==> src/rtl/volt_to_dac_pkg.sv <==
// Shared definitions for the millivolt-setpoint to DAC-code converter.
// Holds the DAC format, the BCD/accumulator sizes, the fixed-point scale
// factor, the ASCII sign codes, the FSM state encoding and the result record
// produced by the output stage.
package volt_to_dac_pkg;

    localparam int DAC_W      = 12;     // DAC code width, two's complement
    localparam int FS_MV      = 5000;   // full-scale magnitude in mV -> code 2^(DAC_W-1)
    localparam int SCALE_K    = 26844;  // round(2^16 * 2048 / 5000)
    localparam int BCD_DIGITS = 5;
    localparam int BCD_W      = 4 * BCD_DIGITS;
    localparam int ACC_W      = 17;     // holds 99999

    localparam logic [7:0] ASCII_PLUS  = 8'd43;
    localparam logic [7:0] ASCII_MINUS = 8'd45;

    typedef enum logic [1:0] {
        ST_IDLE = 2'd0,
        ST_ACC  = 2'd1,
        ST_MUL  = 2'd2,
        ST_OUT  = 2'd3
    } state_t;

    typedef struct packed {
        logic [DAC_W-1:0] code;
        logic             sat;
        logic             err;
    } dac_res_t;

endpackage

==> src/rtl/volt_to_dac_bcd2bin.sv <==
// Serial 5-digit BCD to 17-bit binary converter (x10-accumulate, MSD first).
// Ports:
//   clk_i    clock, rising edge
//   rst_i    synchronous active-high reset (control state only)
//   start_i  load bcd_i and clear the accumulator (ignored while running)
//   bcd_i    5 BCD digits, [19:16] = ten-thousands
//   done_o   high in the cycle the last digit is consumed; bin_o/bad_o are
//            valid from the following cycle and hold until the next start
//   bin_o    binary value
//   bad_o    at least one digit was > 9
module volt_to_dac_bcd2bin
    import volt_to_dac_pkg::*;
(
    input  logic             clk_i,
    input  logic             rst_i,
    input  logic             start_i,
    input  logic [BCD_W-1:0] bcd_i,
    output logic             done_o,
    output logic [ACC_W-1:0] bin_o,
    output logic             bad_o
);

    logic             run_q, run_d;
    logic [2:0]       cnt_q, cnt_d;
    logic [BCD_W-1:0] sh_q, sh_d;
    logic [ACC_W-1:0] acc_q, acc_d;
    logic             bad_q, bad_d;
    logic [3:0]       digit;

    // Digits are shifted out of the top nibble, so the MSD goes first.
    assign digit = sh_q[BCD_W-1 -: 4];

    always_comb begin
        run_d = run_q;
        cnt_d = cnt_q;
        sh_d  = sh_q;
        acc_d = acc_q;
        bad_d = bad_q;
        if (start_i && !run_q) begin
            run_d = 1'b1;
            cnt_d = 3'd0;
            sh_d  = bcd_i;
            acc_d = '0;
            bad_d = 1'b0;
        end else if (run_q) begin
            // A bad digit is flagged but still folded in; the result is discarded anyway.
            acc_d = acc_q * ACC_W'(10) + ACC_W'(digit);
            bad_d = bad_q | (digit > 4'd9);
            sh_d  = {sh_q[BCD_W-5:0], 4'd0};
            cnt_d = cnt_q + 3'd1;
            if (cnt_q == 3'(BCD_DIGITS - 1)) begin
                run_d = 1'b0;
            end
        end
    end

    always_ff @(posedge clk_i) begin
        if (rst_i) begin
            run_q <= 1'b0;
            cnt_q <= 3'd0;
        end else begin
            run_q <= run_d;
            cnt_q <= cnt_d;
        end
    end

    always_ff @(posedge clk_i) begin
        sh_q  <= sh_d;
        acc_q <= acc_d;
        bad_q <= bad_d;
    end

    assign done_o = run_q && (cnt_q == 3'(BCD_DIGITS - 1));
    assign bin_o  = acc_q;
    assign bad_o  = bad_q;

endmodule

==> src/rtl/volt_to_dac.sv <==
// Signed BCD millivolt setpoint -> 12-bit two's-complement DAC code
// (1 LSB = 5 V / 2048), with start/busy/done handshake.
// Ports:
//   da_clk    clock, rising edge
//   rst       synchronous active-high reset; aborts a conversion
//   start     one-cycle request, accepted only when idle
//   vol_dec   magnitude, 5 BCD digits
//   vol_sig   ASCII sign, '+' (43) or '-' (45)
//   busy      conversion in progress
//   done      one-cycle pulse; dac_code/sat/err valid from this cycle
//   dac_code  DAC code, held between conversions
//   sat       last result was clamped to full scale
//   err       last request had a bad digit or sign; dac_code was kept
module volt_to_dac
    import volt_to_dac_pkg::*;
(
    input  logic             da_clk,
    input  logic             rst,
    input  logic             start,
    input  logic [BCD_W-1:0] vol_dec,
    input  logic [7:0]       vol_sig,
    output logic             busy,
    output logic             done,
    output logic [DAC_W-1:0] dac_code,
    output logic             sat,
    output logic             err
);

    localparam logic [ACC_W-1:0] POS_MAX = ACC_W'((1 << (DAC_W - 1)) - 1);
    localparam logic [ACC_W-1:0] NEG_MAX = ACC_W'(1 << (DAC_W - 1));

    state_t           state_q, state_d;
    logic [7:0]       sign_q, sign_d;
    logic [ACC_W-1:0] mag_q, mag_d;
    logic [DAC_W-1:0] code_q, code_d;
    logic             sat_q, sat_d;
    logic             err_q, err_d;
    logic             done_q, done_d;
    logic             accept;
    logic             bcd_done;
    logic [ACC_W-1:0] bcd_bin;
    logic             bcd_bad;
    dac_res_t         res;

    // mV -> code magnitude, rounded half-up: (mv*K + 2^15) >> 16.
    function automatic logic [ACC_W-1:0] scale_round(input logic [ACC_W-1:0] mv);
        logic [32:0] prod;
        prod = 33'(mv) * 33'(SCALE_K) + 33'd32768;
        return ACC_W'(prod >> 16);
    endfunction

    // Error check, sign application and clamping, in priority order.
    function automatic dac_res_t saturate(input logic [ACC_W-1:0] mag,
                                          input logic [7:0]       sgn,
                                          input logic             bad,
                                          input logic [DAC_W-1:0] prev);
        dac_res_t                r;
        logic signed [DAC_W-1:0] neg;
        neg    = -signed'(mag[DAC_W-1:0]);
        r.code = prev;
        r.sat  = 1'b0;
        r.err  = 1'b0;
        if (bad || (sgn != ASCII_PLUS && sgn != ASCII_MINUS)) begin
            r.err = 1'b1;
        end else if (sgn == ASCII_PLUS && mag > POS_MAX) begin
            r.code = {1'b0, {(DAC_W-1){1'b1}}};
            r.sat  = 1'b1;
        end else if (sgn == ASCII_MINUS && mag > NEG_MAX) begin
            r.code = {1'b1, {(DAC_W-1){1'b0}}};
            r.sat  = 1'b1;
        end else if (sgn == ASCII_MINUS) begin
            // mag == 2048 wraps to 12'h800, which is exactly -2048.
            r.code = neg;
        end else begin
            r.code = mag[DAC_W-1:0];
        end
        return r;
    endfunction

    assign accept = start && (state_q == ST_IDLE);

    volt_to_dac_bcd2bin u_bcd2bin (
        .clk_i   (da_clk),
        .rst_i   (rst),
        .start_i (accept),
        .bcd_i   (vol_dec),
        .done_o  (bcd_done),
        .bin_o   (bcd_bin),
        .bad_o   (bcd_bad)
    );

    assign res = saturate(mag_q, sign_q, bcd_bad, code_q);

    always_comb begin
        state_d = state_q;
        sign_d  = sign_q;
        mag_d   = mag_q;
        code_d  = code_q;
        sat_d   = sat_q;
        err_d   = err_q;
        done_d  = 1'b0;
        case (state_q)
            ST_IDLE: begin
                if (start) begin
                    sign_d  = vol_sig;
                    state_d = ST_ACC;
                end
            end
            ST_ACC: begin
                if (bcd_done) begin
                    state_d = ST_MUL;
                end
            end
            ST_MUL: begin
                mag_d   = scale_round(bcd_bin);
                state_d = ST_OUT;
            end
            ST_OUT: begin
                code_d  = res.code;
                sat_d   = res.sat;
                err_d   = res.err;
                done_d  = 1'b1;
                state_d = ST_IDLE;
            end
            default: state_d = ST_IDLE;
        endcase
    end

    always_ff @(posedge da_clk) begin
        if (rst) begin
            state_q <= ST_IDLE;
            code_q  <= '0;
            sat_q   <= 1'b0;
            err_q   <= 1'b0;
            done_q  <= 1'b0;
        end else begin
            state_q <= state_d;
            code_q  <= code_d;
            sat_q   <= sat_d;
            err_q   <= err_d;
            done_q  <= done_d;
        end
    end

    always_ff @(posedge da_clk) begin
        sign_q <= sign_d;
        mag_q  <= mag_d;
    end

    assign busy     = (state_q != ST_IDLE);
    assign done     = done_q;
    assign dac_code = code_q;
    assign sat      = sat_q;
    assign err      = err_q;

endmodule
==> config.mk <==
export PLATFORM = sky130hd
export DESIGN_NAME = volt_to_dac
export DESIGN_NICKNAME = d
export VERILOG_FILES = /design/src/rtl/volt_to_dac_pkg.sv /design/src/rtl/volt_to_dac_bcd2bin.sv /design/src/rtl/volt_to_dac.sv
export SDC_FILE = /design/constraint.sdc
export NUM_CORES = 1
export LEC_CHECK = 0
export BUFFER_PORTS_ARGS = -buffer_cell sky130_fd_sc_hd__clkbuf_2
export CAP_MARGIN = 30
export CORE_MARGIN = 4
export CORE_UTILIZATION = 35
export DETAILED_ROUTE_END_ITERATION = 7
export PLACE_DENSITY = 0.6
export SLEW_MARGIN = 20
export SYNTH_ARGS = -nofsm -noshare
export SYNTH_HDL_FRONTEND = slang
export SYNTH_SLANG_ARGS = --single-unit
==> constraint.sdc <==
create_clock -name da_clk -period 7.9 [get_ports da_clk]
set_clock_uncertainty 0.15 [all_clocks]
set_input_delay 0.79 -clock da_clk [delete_from_list [all_inputs] [get_ports da_clk]]
set_output_delay 0.79 -clock da_clk [all_outputs]
set_load 0.05 [all_outputs]
**Yosys cells after proc, flatten, opt, wreduce, memory -nomap -nowiden**

Index checks and enable logic that the tools add are counted.

- Equal/unequal tests: 10
- Reductions and logical operators: 15
- Bitwise gates (word level): 2
- Multipliers: 2
- Magnitude comparators: 3
- Multiplexer cells: 15
- Add/subtract/negate cells: 4

Operators by type and width:

| operator | number |
|---|---|
| 20-bit 2-to-1 mux | 2 |
| 32-bit by 16-bit adder with 33-bit output (second input constant) | 1 |
| 17-bit by 13-bit multiplier with 30-bit output (second input constant) | 1 |
| 12-bit 2-to-1 mux | 2 |
| 17-bit by 4-bit adder with 17-bit output | 1 |
| 17-bit by 11-bit > comparator with 1-bit output (second input constant) | 1 |
| 17-bit by 12-bit > comparator with 1-bit output (second input constant) | 1 |
| 17-bit by 3-bit multiplier with 16-bit output (second input constant) | 1 |
| 8-bit by 6-bit equality test with 1-bit output (second input constant) | 2 |
| 8-bit by 6-bit != test with 1-bit output (second input constant) | 2 |
| 13-bit 2-to-1 mux | 1 |
| 12-bit negation | 1 |
| 2-bit case mux with 4 select lines | 1 |
| 1-bit 2-to-1 mux | 7 |
| 1-bit logical AND | 6 |
| 2-bit AND reduction | 3 |
| 2-bit equality test (second input constant) | 2 |
| 4-bit > comparator (second input constant) | 1 |
| 2-bit 2-to-1 mux | 2 |
| 2-bit != test (second input constant) | 2 |
| 2-bit nonzero test | 2 |
| 3-bit by 1-bit adder with 3-bit output (second input constant) | 1 |
| 3-bit equality test (second input constant) | 1 |
| 2-bit by 1-bit equality test with 1-bit output (second input constant) | 1 |
| other kinds (6) | 6 |

- Register bits: 84
- Word-level logic and storage cells: 63

**Depth between registers and ports, before layout**

Gate-level depths: netlist of run 1.

- Depth in word-level cells: 5
- Depth in mapped cells: 23
- Gate-level depth less buffers: 22

**By module**

A second synthesis of run 1 with hierarchy kept.

- Cell total of the unflattened synthesis: 1010
- Area total of the unflattened synthesis: 9564.2 um^2

By module, submodules not included:

| module | sequential area each (um^2) | instances | cells each | area an instance (um^2) |
|---|---|---|---|---|
| volt_to_dac | 1091.0 | 1 | 723 | 6646.4 |
| volt_to_dac_bcd2bin | 1041.0 | 1 | 287 | 2917.8 |

**Least setup slack after synthesis of run 1**

Ideal clock, no wire load.

- Path type: register to register
- Start: register u_bcd2bin.acc_q[5] (netlist: u_bcd2bin.bin_o[5])
- End: register mag_q[15], data pin
- Path slack: 1991 ps
- Period minus slack after synthesis: 5909 ps
- Data arrival time: 5492 ps
- Buffers on the path: 0
- Stages on the path, launching flop included: 21
- Cells stage by stage: dfxtp_1 ha_1 fa_1 inv_1 fa_1 inv_1 fa_1 inv_1 fa_1 inv_1 ha_1 a21oi_2 o21ai_1 a2111oi_2 a22oi_4 xor2_2 nand4_4 nor4_4 nand3_2 mux2_4 xnor2_2

- Cells in the longest elaborated chain, start to end: 2

RTL lines:

| element | line | source |
|---|---|---|
| from (decl) | volt_to_dac_bcd2bin.sv:26 | `logic [ACC_W-1:0] acc_q, acc_d;` |
| from (signal assigned) | volt_to_dac_bcd2bin.sv:69 | `acc_q <= acc_d;` |
| 17-bit by 13-bit multiplier with 30-bit output | volt_to_dac.sv:48 | `prod = 33'(mv) * 33'(SCALE_K) + 33'd32768;` |
| 32-bit by 16-bit adder with 33-bit output | volt_to_dac.sv:48 |  |
| to (signal assigned) | volt_to_dac.sv:147 | `mag_q <= mag_d;` |
| to (decl) | volt_to_dac.sv:34 | `logic [ACC_W-1:0] mag_q, mag_d;` |

No other way between the ends.
A chain may end at the register's enable or synchronous reset.

**Worst setup path in the final report of run 1**

- Start: register u_bcd2bin.acc_q[3] (netlist: u_bcd2bin.bin_o[3])
- End: register mag_q[15], data pin

The elaborated chain is that of the path after synthesis.

==> results of run 1 <==
-- worst reg2reg max path, stage by stage (launching register included) --
cell,delay [ns]
dfxtp_1,0.51
ha_1,0.32
inv_1,0.11
fa_1,0.46
fa_1,0.52
inv_1,0.06
fa_1,0.53
inv_1,0.05
fa_1,0.53
inv_1,0.04
ha_1,0.40
a21oi_2,0.23
o21ai_1,0.12
a2111oi_2,0.53
a22oi_4,0.11
xor2_2,0.26
nand4_4,0.17
nor4_4,0.43
nand3_2,0.13
mux2_4,0.33
xnor2_2,0.12
-- layout make-up --
class                      count  area [um2]  area share (%)
clock buffer                  11         233            2.31
clock inverter                 5        60.1           0.595
inverter                     192         721            7.14
multi-input combinational    673        6260            62.0
sequential                    84        2130            21.1
tap                          335         419            4.16
timing repair buffer          50         264            2.62
-- sequential cells by signal (all words and copies together) (netlist names) --
signal,count
done,1
u_bcd2bin.cnt_q,3
u_bcd2bin.sh_q,20
mag_q,17
u_bcd2bin.bin_o,17
u_bcd2bin.run_q,1
state_q,2
dac_code,12
err,1
u_bcd2bin.bad_o,1
sign_q,8
sat,1
-- cell usage after synthesis, types with 3 or more instances --
cell type and instances:
or3_1 6, nand3_1 17, mux2i_1 5, nor3_1 17, inv_1 192, o21ai_0 22
nor2_1 54, and2_1 8, o21ai_1 6, nand4_1 14, o21a_1 4, buf_1 4
nor2b_1 7, and3_1 10, xor2_1 21, nand2b_1 9, fa_1 80, xnor2_1 41
o31ai_1 11, a22o_1 3, o211ai_1 4, dfxtp_1 39, mux2_2 17, a21oi_1 35
ha_1 132, or2_2 5, a221o_1 3, nor3_2 3, a21o_1 5, o41ai_1 3
edfxtp_1 45, a211oi_1 14, clkbuf_1 13, nand2_1 65
-- per-layer routing --
metal | GRT usage [%] | vias to the layer above | share of wire, %
met5 | 0 | - | 0
met1 | 20.2 | 3168 | 50
li1 | - | 3320 | -
met2 | 23.4 | 86 | 46
met3 | 1.72 | 12 | 3.0
met4 | 2.88 | 0 | 1.0
-- metrics by stage --
step	hold slack [ns]	instance area [um2]	instances
detailed placement	0.293	9780	1333
floorplan	0.272	9190	968
global route	0.341	10100	1350
finish	0.316	10100	1350
global placement	0.287	9780	1333
CTS	0.319	10100	1349
-- cell families after synthesis --
| family | Yosys count | synth area share (%) |
|---|---|---|
| adder cells (fa/ha/maj) | 212 | 35.4 |
| AO/OA/AOI/OAI | 133 | 9.94 |
| flip-flops | 84 | 23.2 |
| buffers and inverters | 211 | 8.67 |
| multiplexers | 23 | 2.79 |
| XOR/XNOR | 64 | 6.26 |
| AND/OR/NAND/NOR | 241 | 13.7 |
-- worst paths after layout --
check                             to  cells past startpoint  slack [ns]
setup reg to reg           mag_q[15]                     20        1.51
hold / removal    u_bcd2bin.bin_o[0]                      2        0.32
setup / recovery           mag_q[15]                     20        1.51
hold reg to reg   u_bcd2bin.bin_o[0]                      2        0.32
==> impl_metrics.env, run 1 <==
export IMPL_status="complete, no violations"
export IMPL_required_ns=7.83
export IMPL_die_height_um=170
export IMPL_gp_congestion=0.895
export IMPL_worst_slew_pin_slew_ns=0.845
export IMPL_clk_pin_slew_ns=0.07
export IMPL_slew_violations=0
export IMPL_die_x_um=170
export IMPL_cts_resized=0
export IMPL_min_path_type="reg2reg"
export IMPL_layout_min_cycle_time_ns=6.39
export IMPL_cts_setup_buffers=0
export IMPL_min_period_over_period_pct=80.9
export IMPL_num_antenna_cells=0
export IMPL_place_ws_ns=1.47
export IMPL_grt_start_max_net_pins=40
export IMPL_nFillCells=2572
export IMPL_drc=0
export IMPL_post_dp_hpwl_um=16500
export IMPL_antenna_left=0
export IMPL_cts_tree="done"
export IMPL_path_buf_inv=4
export IMPL_drive_gt1_share_pct=10.8
export IMPL_async_reset_ff_share_pct=0
export IMPL_cap_violations=0
export IMPL_antenna_found_initial=0
export IMPL_crit_arrival_ns=6.32
export IMPL_io_buffers=46
export IMPL_cp_slowest_cell="fa_1"
export IMPL_crit_family="adder cells"
export IMPL_hold_violations=0
export IMPL_num_vias=6586
export IMPL_overflow=0
export IMPL_syn_num_nets=1211
export IMPL_critical_path_class="reg2reg"
export IMPL_r2r_start="u_bcd2bin.bin_o[3]"
export IMPL_area_growth_syn_to_layout_pct=9.79
export IMPL_synth_warning_count=0
export IMPL_via_per_inst=4.88
export IMPL_firstDrtPassIters=5
export IMPL_hold_buffers=0
export IMPL_startpoint="u_bcd2bin.bin_o[3]"
export IMPL_layout_commonest_cell="inv_1"
export IMPL_grt_pass1_wl_um=33500
export IMPL_wl_per_cell_um=14.5
export IMPL_clk_path_buf_depth=2
export IMPL_hp_start="u_bcd2bin.sh_q[16]"
export IMPL_setup_viol=0
export IMPL_final_cell_mix="inv_1 (192), ha_1 (132), fa_1 (80)"
export IMPL_drt_iter0_drc=320
export IMPL_root_buffer="clkbuf_16"
export IMPL_track_usage_pct=14.2
export IMPL_synth_seq_area_share_pct=23.2
export IMPL_syn_avg_cell_area_um2=9.49
export IMPL_synth_area_leaders="ha_1 (18%), fa_1 (17%), edfxtp_1 (15%), dfxtp_1 (8.5%), inv_1 (7.8%)"
export IMPL_synth_distinct_cells=79
export IMPL_synth_top_cell_area_share_pct=18.0
export IMPL_cp_cell_sequence="ha_1 > inv_1 > fa_1 > fa_1 > inv_1 > fa_1 > inv_1 > fa_1 > inv_1 > ha_1 > a21oi_2 > o21ai_1 > a2111oi_2 > a22oi_4 > xor2_2 > nand4_4 > nor4_4 > nand3_2 > mux2_4 > xnor2_2"
export IMPL_slowest_delay_ns=0.53
export IMPL_fin_nets=1253
export IMPL_syn_area_mm2=0.00919
export IMPL_clkSinkCount=84
export IMPL_slew_headroom_pct=43.7
export IMPL_utilization_pct=38.9
export IMPL_ys_flop_type="edfxtp_1"
export IMPL_tns_ns=0
export IMPL_endpoint_kind="flop"
export IMPL_max_freq_mhz=156
export IMPL_grt_pass1_vias=6700
export IMPL_synth_cells=968
export IMPL_dieArea_mm2=0.0289
export IMPL_synth_seq_cells=84
export IMPL_io_pins=47
export IMPL_core_area_mm2=0.0259
export IMPL_synth_top_area_cell="ha_1"
export IMPL_htreeDepth=3
export IMPL_routed_wl_um=19600
export IMPL_grt_setup_unrepaired="no"
export IMPL_synth_edf_count=45
export IMPL_layout_setup_ws_ns=1.51
export IMPL_start_util_pct=35.5
export IMPL_clock_latency_ns=0.35
export IMPL_crit_fanout=7
export IMPL_cts_buffers=9
export IMPL_rows=59
export IMPL_start_kind="flop"
Power of run 1 is not shown: default switching activity piles up to over one toggle a cycle in this logic, so the estimate is an artifact.
==> run 2: changes to the inputs <==
- clock period: 7.9 -> 6.06 ns (I/O delays scaled with it)
==> run 2 against run 1 <==
Effect of this change:
- core utilization up 2.1 points
- flip-flop and latch count stayed put
- global-route usage about the same
- highest routed layer unchanged
- die area is the same
- setup slack worse by 1.3 ns
- maximum frequency increased by 9.2%
- final cell count up 3.6%
==> impl_metrics.env, run 2 (synthesized netlist as in run 1, its figures left out) <==
export IMPL_endpoint_kind="flop"
export IMPL_io_buffers=46
export IMPL_min_path_type="in2reg"
export IMPL_clk_pin_slew_ns=0.06
export IMPL_top_layer="met4"
export IMPL_layout_min_cycle_time_ns=5.86
export IMPL_final_instance_count_excl_fill=1398
export IMPL_setup_viol=0
export IMPL_slew_violations=0
export IMPL_grt_pass1_wl_um=33500
export IMPL_startpoint="u_bcd2bin.bin_o[9]"
export IMPL_routed_wl_um=19500
export IMPL_clock_latency_ns=0.35
export IMPL_required_ns=5.99
export IMPL_layout_commonest_cell="inv_1"
export IMPL_via_per_inst=4.88
export IMPL_post_dp_hpwl_um=16500
export IMPL_wl_per_cell_um=14.0
export IMPL_wl_met2_um=9170
export IMPL_overflow=0
export IMPL_final_area_mm2=0.0106
export IMPL_track_usage_pct=14.2
export IMPL_dieArea_mm2=0.0289
export IMPL_clk_path_buf_depth=2
export IMPL_clkSinkCount=84
export IMPL_drive_gt1_share_pct=18.2
export IMPL_cp_slowest_cell="fa_1"
export IMPL_root_buffer="clkbuf_16"
export IMPL_status="complete, no violations"
export IMPL_ff2ff_setup_slack_ns=0.20
export IMPL_largest_reg_flops=20
export IMPL_start_kind="flop"
export IMPL_hold_violations=0
export IMPL_rows=59
export IMPL_drt_iter0_drc=238
export IMPL_worst_slew_pin_slew_ns=0.885
export IMPL_gp_congestion=0.868
export IMPL_r2r_cells=21
export IMPL_crit_fanout=4
export IMPL_cts_tree="done"
export IMPL_fin_nets=1301
export IMPL_num_vias=6825
export IMPL_critPathCapture="mag_q[15]"
export IMPL_final_cell_mix="inv_1 (191), ha_1 (126), fa_1 (80)"
export IMPL_worstSetupPathDepth=21
export IMPL_grt_start_max_net_pins=40
export IMPL_core_area_mm2=0.0259
export IMPL_crit_arrival_ns=5.79
export IMPL_path_buf_inv=4
export IMPL_crit_family="adder cells"
export IMPL_grt_pass1_vias=6950
export IMPL_max_freq_mhz=171
export IMPL_cap_violations=0
export IMPL_cp_cell_sequence="ha_4 > fa_1 > inv_1 > fa_1 > inv_1 > fa_1 > inv_1 > fa_1 > inv_1 > ha_2 > a21oi_4 > nand3_2 > nor3_4 > nor2_2 > xor2_1 > ha_2 > nand2_1 > nor4_4 > nand3_2 > mux2_4 > xnor2_2"
export IMPL_timing_rr_end="mag_q[15]"
export IMPL_post_dp_cell_area_mm2=0.0101
export IMPL_drc=0
export IMPL_slowest_delay_ns=0.56
export IMPL_slew_headroom_pct=41.0
export IMPL_area_growth_syn_to_layout_pct=15.6
export IMPL_dp_cells=1378
export IMPL_die_height_um=170
export IMPL_die_x_um=170
export IMPL_wl_met3_um=666
export IMPL_wl_met1_um=9440
export IMPL_htreeDepth=3
export IMPL_min_period_over_period_pct=96.7
export IMPL_cts_buffers=9
export IMPL_num_antenna_cells=0
export IMPL_r2r_start="u_bcd2bin.bin_o[9]"
export IMPL_start_util_pct=35.5
export IMPL_antenna_left=0
export IMPL_fin_hold_ws_ns=0.291
export IMPL_hold_path_depth=1
export IMPL_antenna_found_initial=0
export IMPL_critical_path_class="reg2reg"
export IMPL_firstDrtPassIters=4
export IMPL_top_register="u_bcd2bin.sh_q"
export IMPL_io_pins=47
export IMPL_hold_buffers=0
## run 2: final cells by class
| type | instances | area, um2 |
|---|---|---|
| fill | 2520 | 15300 |
| clock inverter | 3 | 18.8 |
| sequential | 84 | 2140 |
| multi-input combinational | 673 | 6420 |
| clock buffer | 13 | 282 |
| inverter | 192 | 721 |
| timing repair buffer | 98 | 621 |
| tap | 335 | 419 |
## run 2: metrics by stage
step / worst slack (ns) / utilization, % / TNS, ns
5_1_grt: -0.0296 / 41.0 / -0.0844
3_3_place_gp: 0.0120 / 39.1 / 0
6_report: 0.202 / 41.0 / 0
4_1_cts: 0.00890 / 40.3 / 0
3_5_place_dp: 0.0115 / 39.1 / 0
2_1_floorplan: 0.151 / - / 0
## run 2: worst min path at each step
stage                       start  slack (ns)                  to
3_3_place_gp                  sat        0.32                 sat
6_report               vol_sig[7]        0.29           sign_q[7]
4_1_cts                vol_sig[7]        0.27           sign_q[7]
2_1_floorplan  u_bcd2bin.sh_q[16]        0.27  u_bcd2bin.bin_o[0]
3_5_place_dp                  sat        0.32                 sat
5_1_grt                vol_sig[7]        0.28           sign_q[7]
## run 2: timing repair
item,4_1_cts,5_1_grt
hold endpoints to repair,0,0
pin swaps,0,10
buffers inserted,0,4
cloned,0,0
endpoints found under the setup margin,1,6
gates resized for setup,1,41
## run 2: layer usage
metal  up-vias  GRT usage (%)
met5         -              0
met4         0           3.23
met3        15           1.70
met2        99           23.8
met1      3301           19.7
li1       3410              -
Power of run 2 is left out for the same reason.
